## src/rtl/sysbus_ctl_if.sv

```systemverilog
// Bundle of request, grant, response and status lines between the bus-cycle
// controller and its environment (state-control unit plus system-bus arbiter).
interface sysbus_ctl_if;
    logic zgi;
    logic zw;
    logic ok;
    logic en;
    logic pe;
    logic zg;
    logic zwzg;
    logic oken;
    logic alarm;
    logic perr;

    modport master (
        input  zgi, zw, ok, en, pe,
        output zg, zwzg, oken, alarm, perr
    );

    modport slave (
        output zgi, zw, ok, en, pe,
        input  zg, zwzg, oken, alarm, perr
    );
endinterface

```

## src/rtl/sysbus_ctl.sv

```systemverilog
// System-bus cycle controller: requests the bus, drives a granted cycle,
// waits for OK/EN/PE and raises alarm if no response arrives within TIMEOUT.
//
// state | meaning
// IDLE  | no bus activity, waiting for zgi
// REQ   | zg raised, waiting for synchronized grant
// XFER  | bus drivers enabled, timeout counter running
// RESP  | response seen, waiting for all response lines to drop
// REL   | bus released, waiting for zgi to drop
// ALRM  | no response in time, alarm held until zgi drops
module sysbus_ctl #(
    parameter int unsigned TIMEOUT = 64
) (
    input  logic          __clk,
    input  logic          clo_n,
    sysbus_ctl_if.master  bus
);

    localparam logic [2:0] S_IDLE = 3'd0;
    localparam logic [2:0] S_REQ  = 3'd1;
    localparam logic [2:0] S_XFER = 3'd2;
    localparam logic [2:0] S_RESP = 3'd3;
    localparam logic [2:0] S_REL  = 3'd4;
    localparam logic [2:0] S_ALRM = 3'd5;

    localparam logic [7:0] CNT_LAST = 8'(TIMEOUT - 1);

    logic [2:0] state_q, state_d;
    logic [7:0] cnt_q, cnt_d;
    logic [3:0] sync1_q, sync1_d;
    logic [3:0] sync2_q, sync2_d;
    logic       arm_q, arm_d;
    logic       resp_first_q, resp_first_d;
    logic       zg_q, zg_d;
    logic       zwzg_q, zwzg_d;
    logic       oken_q, oken_d;
    logic       alarm_q, alarm_d;
    logic       perr_q, perr_d;

    logic zw_s, ok_s, en_s, pe_s, any_resp;

    assign zw_s     = sync2_q[3];
    assign ok_s     = sync2_q[2];
    assign en_s     = sync2_q[1];
    assign pe_s     = sync2_q[0];
    assign any_resp = ok_s | en_s | pe_s;

    always_comb begin
        sync1_d      = {bus.zw, bus.ok, bus.en, bus.pe};
        sync2_d      = sync1_q;
        // arm_q keeps a request from being taken on the first edge after reset release
        arm_d        = 1'b1;
        state_d      = state_q;
        cnt_d        = cnt_q;
        perr_d       = perr_q;
        resp_first_d = 1'b0;
        case (state_q)
            S_IDLE: begin
                if (bus.zgi && arm_q) begin
                    state_d = S_REQ;
                    perr_d  = 1'b0;
                end
            end
            S_REQ: begin
                if (zw_s) begin
                    state_d = S_XFER;
                    cnt_d   = 8'd0;
                end else if (!bus.zgi) begin
                    state_d = S_IDLE;
                end
            end
            S_XFER: begin
                cnt_d = cnt_q + 8'd1;
                // a response in the timeout cycle still wins over the alarm
                if (any_resp) begin
                    state_d      = S_RESP;
                    resp_first_d = ok_s | en_s;
                    if (pe_s) perr_d = 1'b1;
                end else if (cnt_q == CNT_LAST) begin
                    state_d = S_ALRM;
                end
            end
            S_RESP: begin
                if (!any_resp) state_d = S_REL;
            end
            S_REL, S_ALRM: begin
                if (!bus.zgi) state_d = S_IDLE;
            end
            default: state_d = S_IDLE;
        endcase

        zg_d    = (state_q == S_REQ) || (state_q == S_XFER) || (state_q == S_RESP);
        zwzg_d  = (state_q == S_XFER);
        alarm_d = (state_q == S_ALRM);
        oken_d  = resp_first_q;
    end

    always_ff @(posedge __clk or negedge clo_n) begin
        if (!clo_n) begin
            state_q      <= S_IDLE;
            cnt_q        <= 8'd0;
            sync1_q      <= 4'd0;
            sync2_q      <= 4'd0;
            arm_q        <= 1'b0;
            resp_first_q <= 1'b0;
            zg_q         <= 1'b0;
            zwzg_q       <= 1'b0;
            oken_q       <= 1'b0;
            alarm_q      <= 1'b0;
            perr_q       <= 1'b0;
        end else begin
            state_q      <= state_d;
            cnt_q        <= cnt_d;
            sync1_q      <= sync1_d;
            sync2_q      <= sync2_d;
            arm_q        <= arm_d;
            resp_first_q <= resp_first_d;
            zg_q         <= zg_d;
            zwzg_q       <= zwzg_d;
            oken_q       <= oken_d;
            alarm_q      <= alarm_d;
            perr_q       <= perr_d;
        end
    end

    assign bus.zg    = zg_q;
    assign bus.zwzg  = zwzg_q;
    assign bus.oken  = oken_q;
    assign bus.alarm = alarm_q;
    assign bus.perr  = perr_q;

endmodule

```

## src/flat_wrapper.sv

```systemverilog
// flat-port wrapper written by rule: the top's interface ports become plain ports
module sysbus_ctl_flat 
#(
    parameter int unsigned TIMEOUT = 64
)
  (__clk, clo_n, bus_zgi, bus_zw, bus_ok, bus_en, bus_pe, bus_zg, bus_zwzg, bus_oken, bus_alarm, bus_perr);
  sysbus_ctl_if bus_i ();
  input  logic __clk;
  input  logic clo_n;
  input wire logic [$bits(bus_i.zgi)-1:0] bus_zgi;
  input wire logic [$bits(bus_i.zw)-1:0] bus_zw;
  input wire logic [$bits(bus_i.ok)-1:0] bus_ok;
  input wire logic [$bits(bus_i.en)-1:0] bus_en;
  input wire logic [$bits(bus_i.pe)-1:0] bus_pe;
  output wire logic [$bits(bus_i.zg)-1:0] bus_zg;
  output wire logic [$bits(bus_i.zwzg)-1:0] bus_zwzg;
  output wire logic [$bits(bus_i.oken)-1:0] bus_oken;
  output wire logic [$bits(bus_i.alarm)-1:0] bus_alarm;
  output wire logic [$bits(bus_i.perr)-1:0] bus_perr;
  assign bus_i.zgi = bus_zgi;
  assign bus_i.zw = bus_zw;
  assign bus_i.ok = bus_ok;
  assign bus_i.en = bus_en;
  assign bus_i.pe = bus_pe;
  assign bus_zg = bus_i.zg;
  assign bus_zwzg = bus_i.zwzg;
  assign bus_oken = bus_i.oken;
  assign bus_alarm = bus_i.alarm;
  assign bus_perr = bus_i.perr;
  sysbus_ctl #(.TIMEOUT(TIMEOUT)) u_core (.__clk(__clk), .clo_n(clo_n), .bus(bus_i));
endmodule
```

## config.mk

```make
export PLATFORM = sky130hd
export DESIGN_NAME = sysbus_ctl_flat
export DESIGN_NICKNAME = d
export VERILOG_FILES = /design/src/rtl/sysbus_ctl_if.sv /design/src/rtl/sysbus_ctl.sv /design/src/flat_wrapper.sv
export SDC_FILE = /design/constraint.sdc
export NUM_CORES = 1
export LEC_CHECK = 0
export ABC_AREA = 1
export BUFFER_PORTS_ARGS = -buffer_cell sky130_fd_sc_hd__buf_2
export CORE_UTILIZATION = 30
export DETAILED_ROUTE_END_ITERATION = 10
export PLACE_DENSITY = 0.47
export SYNTH_ARGS = -nofsm -noshare
export SYNTH_HDL_FRONTEND = slang
export SYNTH_SLANG_ARGS = --single-unit
```

## constraint.sdc

```tcl
create_clock -name __clk -period 1.1 [get_ports __clk]
set_input_delay 0.055 -clock __clk [delete_from_list [all_inputs] [get_ports __clk]]
set_output_delay 0.055 -clock __clk [all_outputs]
set_load 0.03 [all_outputs]
```

[After elaboration in Yosys (flattened, before gate mapping)]
Index checks and enable logic that the tools add are counted.
W data, S select, Z words.
Storage, ports and cells
  output and inout bits: 5
  word-level logic and storage cells: 51
  input bits: 7
  flip-flop bits (word level): 26
Cells by class
  reductions and logical operators: 10
  equal/unequal tests: 12
  bitwise gates (word level): 2
  $add $sub $neg: 1
  muxes and demuxes: 15
Operator list (number)
  $mux W3: 6
  $pmux W8 S2: 1
  $pmux W3 S5: 1
  $add A8 B1 Y8 const B: 1
  $eq A8 B6 Y1 const B: 1
  $mux W8: 1
  $eq A3 B2 Y1 const B: 2
  $eq A3 B3 Y1 const B: 2
  $ne A2 B1 Y1 const B: 3
  $mux W1: 5
  $ne A2 B2 Y1 const B: 2
  $reduce_and A4 Y1: 1
  $reduce_bool A2 Y1: 2
  $eq A3 B1 Y1 const B: 1
  $logic_not A3 Y1: 1
  $ne A3 B3 Y1 const B: 1
  $reduce_and A3 Y1: 1
  $logic_or A1 B1 Y1: 2
  $or A1 B1 Y1: 2
  $pmux W1 S2: 1
  $reduce_and A2 Y1: 1
  $reduce_or A2 Y1: 1
  $logic_and A1 B1 Y1: 1

[Depth between registers and ports, before layout]
Gate-level depths: netlist of run 1.
  depth after elaboration: 4
  gate-level depth with buffers: 8

[Worst setup path before layout of run 1]
OpenSTA, ideal clock, no wires.
  kind: reg-to-reg
  from: register u_core.cnt_q[0]
  to: register u_core.state_q[1]
  arrival time: 1.029 ns
  path buffers: 0
  stages on the path, launching flop included: 9
  slack: -0.050 ns
  required time: 0.979 ns
  cells stage by stage: dfrtp_1 -> ha_1 -> nand2_1 -> nor2_2 -> nand3_1 -> nand2_2 -> nand2_2 -> nand2_1 -> nand2_1
On the way
  cells in the longest elaborated chain, start to end: 3
RTL lines
  start, declared: line sysbus_ctl.sv:29  | logic [7:0] cnt_q, cnt_d;
  start signal, assigned: line sysbus_ctl.sv:113  | cnt_q <= cnt_d;
  $eq A8 B6 Y1: line sysbus_ctl.sv:79  | end else if (cnt_q == CNT_LAST) begin
  $ne A3 B3 Y1 (no source line)
  $reduce_and A3 Y1 (no source line)
  end signal, assigned: line sysbus_ctl.sv:112  | state_q <= state_d;
  end, declared: line sysbus_ctl.sv:28  | logic [2:0] state_q, state_d;
Every way passes these cells.
A chain may end at the register's enable or synchronous reset.

[Worst setup path in the final report of run 1]
  from: register u_core.state_q[0]
  to: register u_core.state_q[0]
On the way
  cells in the longest elaborated chain, start to end: 3
RTL lines
  $eq A3 B3 Y1, or another cell as far along: line sysbus_ctl.sv:57  | case (state_q)
  $reduce_or A2 Y1, or another cell as far along: line sysbus_ctl.sv:57
  $pmux W3 S5 or $reduce_and A3 Y1 (tied branches)
Parallel ways exist; a longest one is shown, timed or not.

==> run_results.csv, run 1 <==
group,metric,value,unit
worst_hold_path,worstHoldPathType,"input port to register",
finish,final_net_count,166,
finish,multiInputGateArea,440,um2
timing,fin_hold_ws,0.133,ns
setup_path,crit_chain,"inv_2 > nand3_4 > nor2_4 > nand2_2 > nand3_1 > nand2_1",
synth,ys_ff_latch,26,
setup_path,critPathMaxStageDelay,0.45,ns
place,place_worst_setup_slack,-0.115,ns
job,drv_cap,0,
routing,drtAntennaViolNets,0,
power,power.density,2320,mW/mm2
setup_path,start_kind,"register",
timing,relSlewSlack,0.617,
timing,slew_violations,0,
finish,n_antenna_cell,0,
synth,yosysSeqAreaShare,0.605,
routing,drt_iter0_markers,23,
clock_tree,clkLatencyLatePin,0.32,ns
grt,grt.overflow.total,0,
routing,wire_per_inst,10.5,um
floorplanning,io_pins,12,
timing,setup_viol,12,
setup_path,crit_arrival,1.40,ns
floorplanning,rows,21,
finish,final_layout_size_suffix_gt1_frac,0.389,
timing,worst_clock_skew,0.00409,ns
timing,setup_slack,-0.0751,ns
synth,syn-num-nets,126,
setup_path,endpoint_kind,"register",
synth,ys_warn_count,0,
finish,num-fill-cells,333,
grt,grt_first_pass_wirelength,3590,um
setup_path,critPathMaxFanout,7,
run_status,status,"complete, but fails checks",
timing,post-route-min-period,1.18,ns
setup_path,path_class,"register to register",
timing,worstMarginPinSlew,0.574,ns
synth,syn-instance-count,118,
synth,yosys.cell_types.count,17,
place,dp.cells,184,
power,p_leak,0.000746,uW
place,hpwl,1410,um
setup_path,critPathBufInv,1,
synth,netlist_area,0.00108,mm2
place,placed_area,0.00126,mm2
clock_tree,cts_root_buffer,"clkbuf_4",
timing,final-hold-violation-count,0,
finish,final_area,0.00152,mm2
grt,antenna_found_initial,0,
place,place_congestion,0.813,
clock_tree,clock_path_buffers,2,
clock_tree,cts_tree,"built",
setup_path,crit_path_top_delay_cell,"dfrtp_1",
routing,via_per_inst,4.34,
routing,wirelength,2130,um
power,fin_total_pwr,3520,uW
timing,rsz0062_at_grt,"true",
grt,grt_pass1_vias,873,
synth,syn_avg_cell_area,9.12,um2
floorplanning,dieArea,0.00383,mm2
floorplanning,die_w,61.9,um
floorplanning,die_height,61.9,um
finish,seqCellArea,653,um2
finish,fin_cells,203,
power,ir_worst_vdd,0.740,mV
setup_path,critPathRequiredTime,1.32,ns
clock_tree,clock_sinks,26,
finish,layout_commonest_cell,"nand2_1",
timing,fin_crit_sh,1.07,
finish,area_growth,41.0,%
clock_tree,cts_buffers,3,
floorplanning,initial_core_util,0.317,
setup_path,cp_top_family,"simple AND/OR/NAND/NOR gates",
grt,grt.total_usage,0.129,
routing,first_pass_iters,4,
clock_tree,clk_pin_slew,0.14,ns
floorplanning,coreArea,0.00339,mm2
routing,num_vias,882,
grt,grt_max_degree,27,
finish,final_cell_mix,"nand2_1, dfrtp_1, buf_4",
place,io_buffer_count,11,
clock_tree,htree_levels,1,
run_status,violations,"setup timing",
routing,drt_drc_violations_left,0,
timing,max_freq,851,MHz
## final cells by class
cell class | count | area share
repair buffers | 35 | 0.171
clock buffers | 3 | 0.0148
multi-input cells | 78 | 0.290
flip-flops and latches | 26 | 0.430
well taps | 46 | 0.0379
inverters | 14 | 0.0363
clock inverters | 1 | 0.0198
## cell usage after synthesis
| cell | n | area [um2] |
|---|---|---|
| nor2_2 | 3 | 18.8 |
| nand2_1 | 30 | 113 |
| ha_1 | 1 | 12.5 |
| nand4_1 | 1 | 6.26 |
| dfrtp_1 | 26 | 651 |
| nand3_4 | 1 | 17.5 |
| nand3_1 | 14 | 70.1 |
| inv_2 | 4 | 15.0 |
| nor3_1 | 1 | 5.00 |
| inv_1 | 10 | 37.5 |
| conb_1 | 1 | 3.75 |
| nor2_1 | 12 | 45.0 |
| o21ai_0 | 7 | 35.0 |
| or2_2 | 1 | 6.26 |
| a21boi_0 | 1 | 7.51 |
| o21bai_1 | 1 | 7.51 |
| nand2_2 | 4 | 25.0 |
## logic make-up after synthesis
logic type               share of synthesized area
flip-flops                                   0.605
other                                      0.00349
buffers and inverters                       0.0488
AND/OR/NAND/NOR                              0.285
AO/OA/AOI/OAI                               0.0465
adder cells (fa/ha/maj)                     0.0116
## layer usage
| metal | vias to the layer above | global-route usage | share of wire |
|---|---|---|---|
| met1 | 419 | 0.168 | 0.47 |
| li1 | 447 | - | - |
| met2 | 12 | 0.214 | 0.49 |
| met5 | - | 0 | 0 |
| met4 | 0 | 0.0476 | 0.015 |
| met3 | 4 | 0.0248 | 0.027 |
## worst paths after layout
kind                       cells past startpoint                     startpoint  slack, ns                             to
min reg2reg                                    0    u_core.sync1_q[0]$_DFF_PN0_       0.36    u_core.sync2_q[0]$_DFF_PN0_
max                                            6  u_core.state_q[0]$_DFFE_PN0P_      -0.08  u_core.state_q[0]$_DFFE_PN0P_
max in group asynchronous                      2                          clo_n       0.44  u_core.state_q[1]$_DFFE_PN0P_
min in group asynchronous                      2                          clo_n       0.25        u_core.bus.zg$_DFF_PN0_
max reg2reg                                    6  u_core.state_q[0]$_DFFE_PN0P_      -0.08  u_core.state_q[0]$_DFFE_PN0P_
min                                            5                        bus_zgi       0.13  u_core.state_q[0]$_DFFE_PN0P_
## per-stage QoR
| stage | TNS [ns] | utilization |
|---|---|---|
| floorplan | -0.0585 | - |
| global placement | -0.485 | 0.371 |
| detailed placement | -0.641 | 0.371 |
| CTS | -0.419 | 0.430 |
| global route | -1.65 | 0.448 |
| finish | -0.542 | 0.448 |
## registers in the layout (all words and copies together), names as in the netlist
signal            count
u_core.sync2_q        4
u_core.state_q        3
u_core.bus.zwzg       1
u_core.cnt_q          8
u_core.sync1_q        4
u_core.bus.zg         1
u_core.oken_d         1
u_core.bus.alarm      1
u_core.arm_q          1
u_core.bus.perr       1
u_core.bus.oken       1
## power by group
group	leakage (uW)	total [uW]	switching [uW]	internal, uW
clock	0.0000279	651	283	368
combinational	0.000393	1540	845	698
sequential	0.000325	1330	159	1170
## worst reg2reg max path: stages, from the launching register on
cell     delay [ns]
dfrtp_1        0.45
inv_2          0.13
nand3_4        0.16
nor2_4         0.14
nand2_2        0.07
nand3_1        0.07
nand2_1        0.06
## repair_timing
item	in CTS	in global routing
hold endpoints to repair	30	0
buffers inserted	7	3
setup endpoints to repair	12	12
resized for setup	17	13
pin swaps	8	7
gates cloned	0	0
hold buffers	5	0
(Power assumes the default switching activity.)
==> inputs of run 2 (changes only) <==
--- a/config.mk
+++ b/config.mk
@@ -5,7 +5,6 @@
 export SDC_FILE = /design/constraint.sdc
 export NUM_CORES = 1
 export LEC_CHECK = 0
-export ABC_AREA = 1
 export BUFFER_PORTS_ARGS = -buffer_cell sky130_fd_sc_hd__buf_2
 export CORE_UTILIZATION = 30
 export DETAILED_ROUTE_END_ITERATION = 10
==> run 2 against run 1 <==
The flow still finishes with violations (setup timing); clock skew up 0.0022 ns; sequential power down 5%; largest power group unchanged; first-iteration DRC count down 57%; register-to-register slack worse by 0.31 ns; synthesized cell count down 26%; total power up 7.2%; die area down 4.3%; largest cell class unchanged; sequential cell count unchanged; cell area up 5.4%; global-route usage up 0.92 points; via count down 6.1%; critical endpoint is now u_core.cnt_q[7]$_DFFE_PN0P_.
==> run_results.csv, run 2 <==
group,metric,value,unit
clock_tree,clock_path_buffers,2,
synth,syn-instance-count,87,
finish,largestRegisters,"u_core.cnt_q (8), u_core.sync1_q (4), u_core.sync2_q (4)",
finish,final_cell_mix,"dfrtp_1, buf_4, buf_2",
setup_path,crit_chain,"or3b_4 > buf_4 > o311ai_4 > o41ai_2",
place,place_worst_setup_slack,-0.405,ns
routing,drt_drc_violations_left,0,
timing,rsz0062_at_grt,"true",
synth,synth_edf_count,0,
place,io_buffer_count,11,
timing,fin_hold_ws,0.0389,ns
timing,setup_slack,-0.382,ns
routing,wirelength,2230,um
finish,n_antenna_cell,0,
power,netSwitchingFraction,0.373,
synth,ys.flop_type,"dfrtp_1",
setup_path,critPathMaxFanout,5,
grt,antenna_found_initial,0,
routing,num_vias,828,
floorplanning,io_pins,12,
grt,grt_max_degree,27,
timing,relSlewSlack,0.625,
synth,async_flop_share,1.00,
floorplanning,initial_core_util,0.326,
clock_tree,cts_buffers,3,
grt,grtUsageMet1,0.197,
synth,post_synth_fa_ha_maj_area_fraction,0.0122,
grt,met3_usage,0.0384,
timing,slew_violations,0,
synth,synthTopCellsByCount,"dfrtp_1, o21ai_0, nor2_1, a21oi_1, nand3_1",
floorplanning,dieArea,0.00367,mm2
floorplanning,rows,20,
synth,netlist_area,0.00103,mm2
finish,num-fill-cells,296,
timing,fin_crit_sh,1.35,
floorplanning,die_w,60.6,um
setup_path,critPathRequiredTime,1.30,ns
power,combPwrFrac,0.543,
synth,syn_avg_cell_area,11.8,um2
place,place_congestion,0.872,
synth,synth-compound-area-share,0.159,
power,power_switching,1410,uW
finish,final_layout_size_suffix_gt1_frac,0.526,
run_status,violations,"setup timing",
power,power.density,2360,mW/mm2
clock_tree,clk_pin_slew,0.13,ns
synth,synthXorXnorAreaFrac,0,
routing,first_pass_iters,4,
synth,yosys.area_share.simple,0.170,
finish,final_core_util,0.508,
synth,synth_most_common_cell,"dfrtp_1",
clock_tree,htree_levels,1,
power,power.internal,2370,uW
finish,area_growth,55.6,%
power,p_leak,0.000723,uW
synth,ys_ff_latch,26,
power,pwr-share-seq,0.334,
synth,synth_area_leaders,"dfrtp_1, o21ai_0, nor2_1, a21oi_1, nand3_1",
finish,largest-register,"u_core.cnt_q",
routing,drt_iter0_markers,10,
grt,grt.overflow.total,0,
timing,post-route-min-period,1.48,ns
clock_tree,clkLatencyLatePin,0.31,ns
finish,final_net_count,142,
setup_path,start_kind,"register",
timing,max_freq,675,MHz
power,clockPowerShare,0.124,
worst_hold_path,worstHoldPathType,"input port to register",
synth,synth.largest_area_cell,"dfrtp_1",
job,drv_cap,0,
clock_tree,cts_root_buffer,"clkbuf_4",
power,ir_worst_vdd,0.904,mV
setup_path,crit_path_top_delay_cell,"or3b_4",
timing,final-hold-violation-count,0,
synth,yosysSeqAreaShare,0.633,
synth,synth_top_family_by_area,"simple AND/OR/NAND/NOR gates",
setup_path,crit_arrival,1.68,ns
clock_tree,clock_sinks,26,
grt,grt_pass1_vias,783,
routing,wire_per_inst,12.6,um
place,hpwl,1440,um
finish,largest_reg_flops,8,
run_status,status,"complete, but fails checks",
routing,drtAntennaViolNets,0,
synth,ys_warn_count,0,
grt,grt_first_pass_wirelength,3690,um
clock_tree,cts_tree,"built",
floorplanning,coreArea,0.00315,mm2
synth,syn-num-nets,95,
synth,synth_top_cell_area_share,0.633,
synth,yosys.cell_types.count,32,
grt,grt.total_usage,0.138,
timing,setup_viol,12,
timing,worst_clock_skew,0.00625,ns
finish,layout_commonest_cell,"dfrtp_1",
routing,via_per_inst,4.68,
setup_path,path_class,"register to register",
grt,grt-busiest-layer,"met2",
timing,worstMarginPinSlew,0.563,ns
floorplanning,die_height,60.6,um
grt,use_met2,0.207,
synth,synthMuxAreaShare,0,
setup_path,critPathMaxStageDelay,0.46,ns
setup_path,endpoint_kind,"register",
run 2: cell types whose count changed after synthesis, sizes merged, moves of 2 or more:
cell | previous run | this run
inv | 14 | 0
o21ai | 7 | 11
nand2b | 0 | 2
o311ai | 0 | 2
nor2 | 15 | 8
nand2 | 34 | 3
nand3 | 15 | 5
buf | 0 | 2
a31oi | 0 | 2
a21oi | 0 | 5
run 2: kinds of logic after synthesis:
logic type / after synthesis
flops: 26
other cells: 1
fa+ha+maj: 1
buf+inv: 3
simple gates: 31
compound gates: 25
run 2: critical path: cells and delay by family (launching register included):
kind | cells | cell delay [ns]
flops | 1 | 0.41
simple gates | 1 | 0.46
compound gates | 2 | 0.33
buf+inv | 1 | 0.17
run 2: power by group through the flow:
stage	Sequential, uW	Clock, uW	Combinational [uW]
floorplan	1460	0	703
global placement	1260	0	1420
detailed placement	1270	0	1420
CTS	1250	497	1740
global route	1280	529	2230
finish	1260	467	2050
run 2: stage by stage:
| stage | power, uW | instance area (um2) | setup TNS (ns) | instances |
|---|---|---|---|---|
| finish | 3780 | 1600 | -3.82 | 177 |
| global route | 4040 | 1600 | -4.50 | 177 |
| CTS | 3490 | 1500 | -2.85 | 174 |
| detailed placement | 2690 | 1320 | -4.11 | 162 |
| global placement | 2680 | 1320 | -3.86 | 162 |
| floorplan | 2160 | 1060 | -3.51 | 87 |
run 2: layout make-up:
cell class                 count  area (um2)  area share
clock buffer                   4        36.3      0.0227
inverter                       1        16.3      0.0102
multi-input combinational     58         495       0.310
sequential                    26         651       0.407
tap                           44        55.1      0.0344
timing repair buffer          44         347       0.217
run 2: final timing paths:
kind                                               startpoint                             to  slack (ns)  cells past startpoint
min in group asynchronous                               clo_n         u_core.arm_q$_DFF_PN0_        0.24                      2
worst min-delay path                                  bus_zgi  u_core.state_q[2]$_DFFE_PN0P_        0.04                      3
worst min register to register        u_core.oken_d$_DFF_PN0_      u_core.bus.oken$_DFF_PN0_        0.36                      0
worst max-delay path            u_core.state_q[2]$_DFFE_PN0P_    u_core.cnt_q[7]$_DFFE_PN0P_       -0.38                      4
max in group asynchronous                               clo_n  u_core.state_q[0]$_DFFE_PN0P_        0.48                      2
worst max register to register  u_core.state_q[2]$_DFFE_PN0P_    u_core.cnt_q[7]$_DFFE_PN0P_       -0.38                      4
run 2: metal layers:
layer	wire [um]	part of all wire
met1	1090	0.49
met2	1050	0.47
met3	67	0.030
met4	21	0.0094
met5	0	0
run 2: timing repair:
| item | CTS | global route |
|---|---|---|
| hold endpoints to repair | 30 | 0 |
| hold buffers | 5 | 0 |
| resized for setup | 24 | 15 |
| endpoints found under the setup margin | 13 | 14 |
| pin swaps | 15 | 10 |
| setup buffers | 4 | 3 |
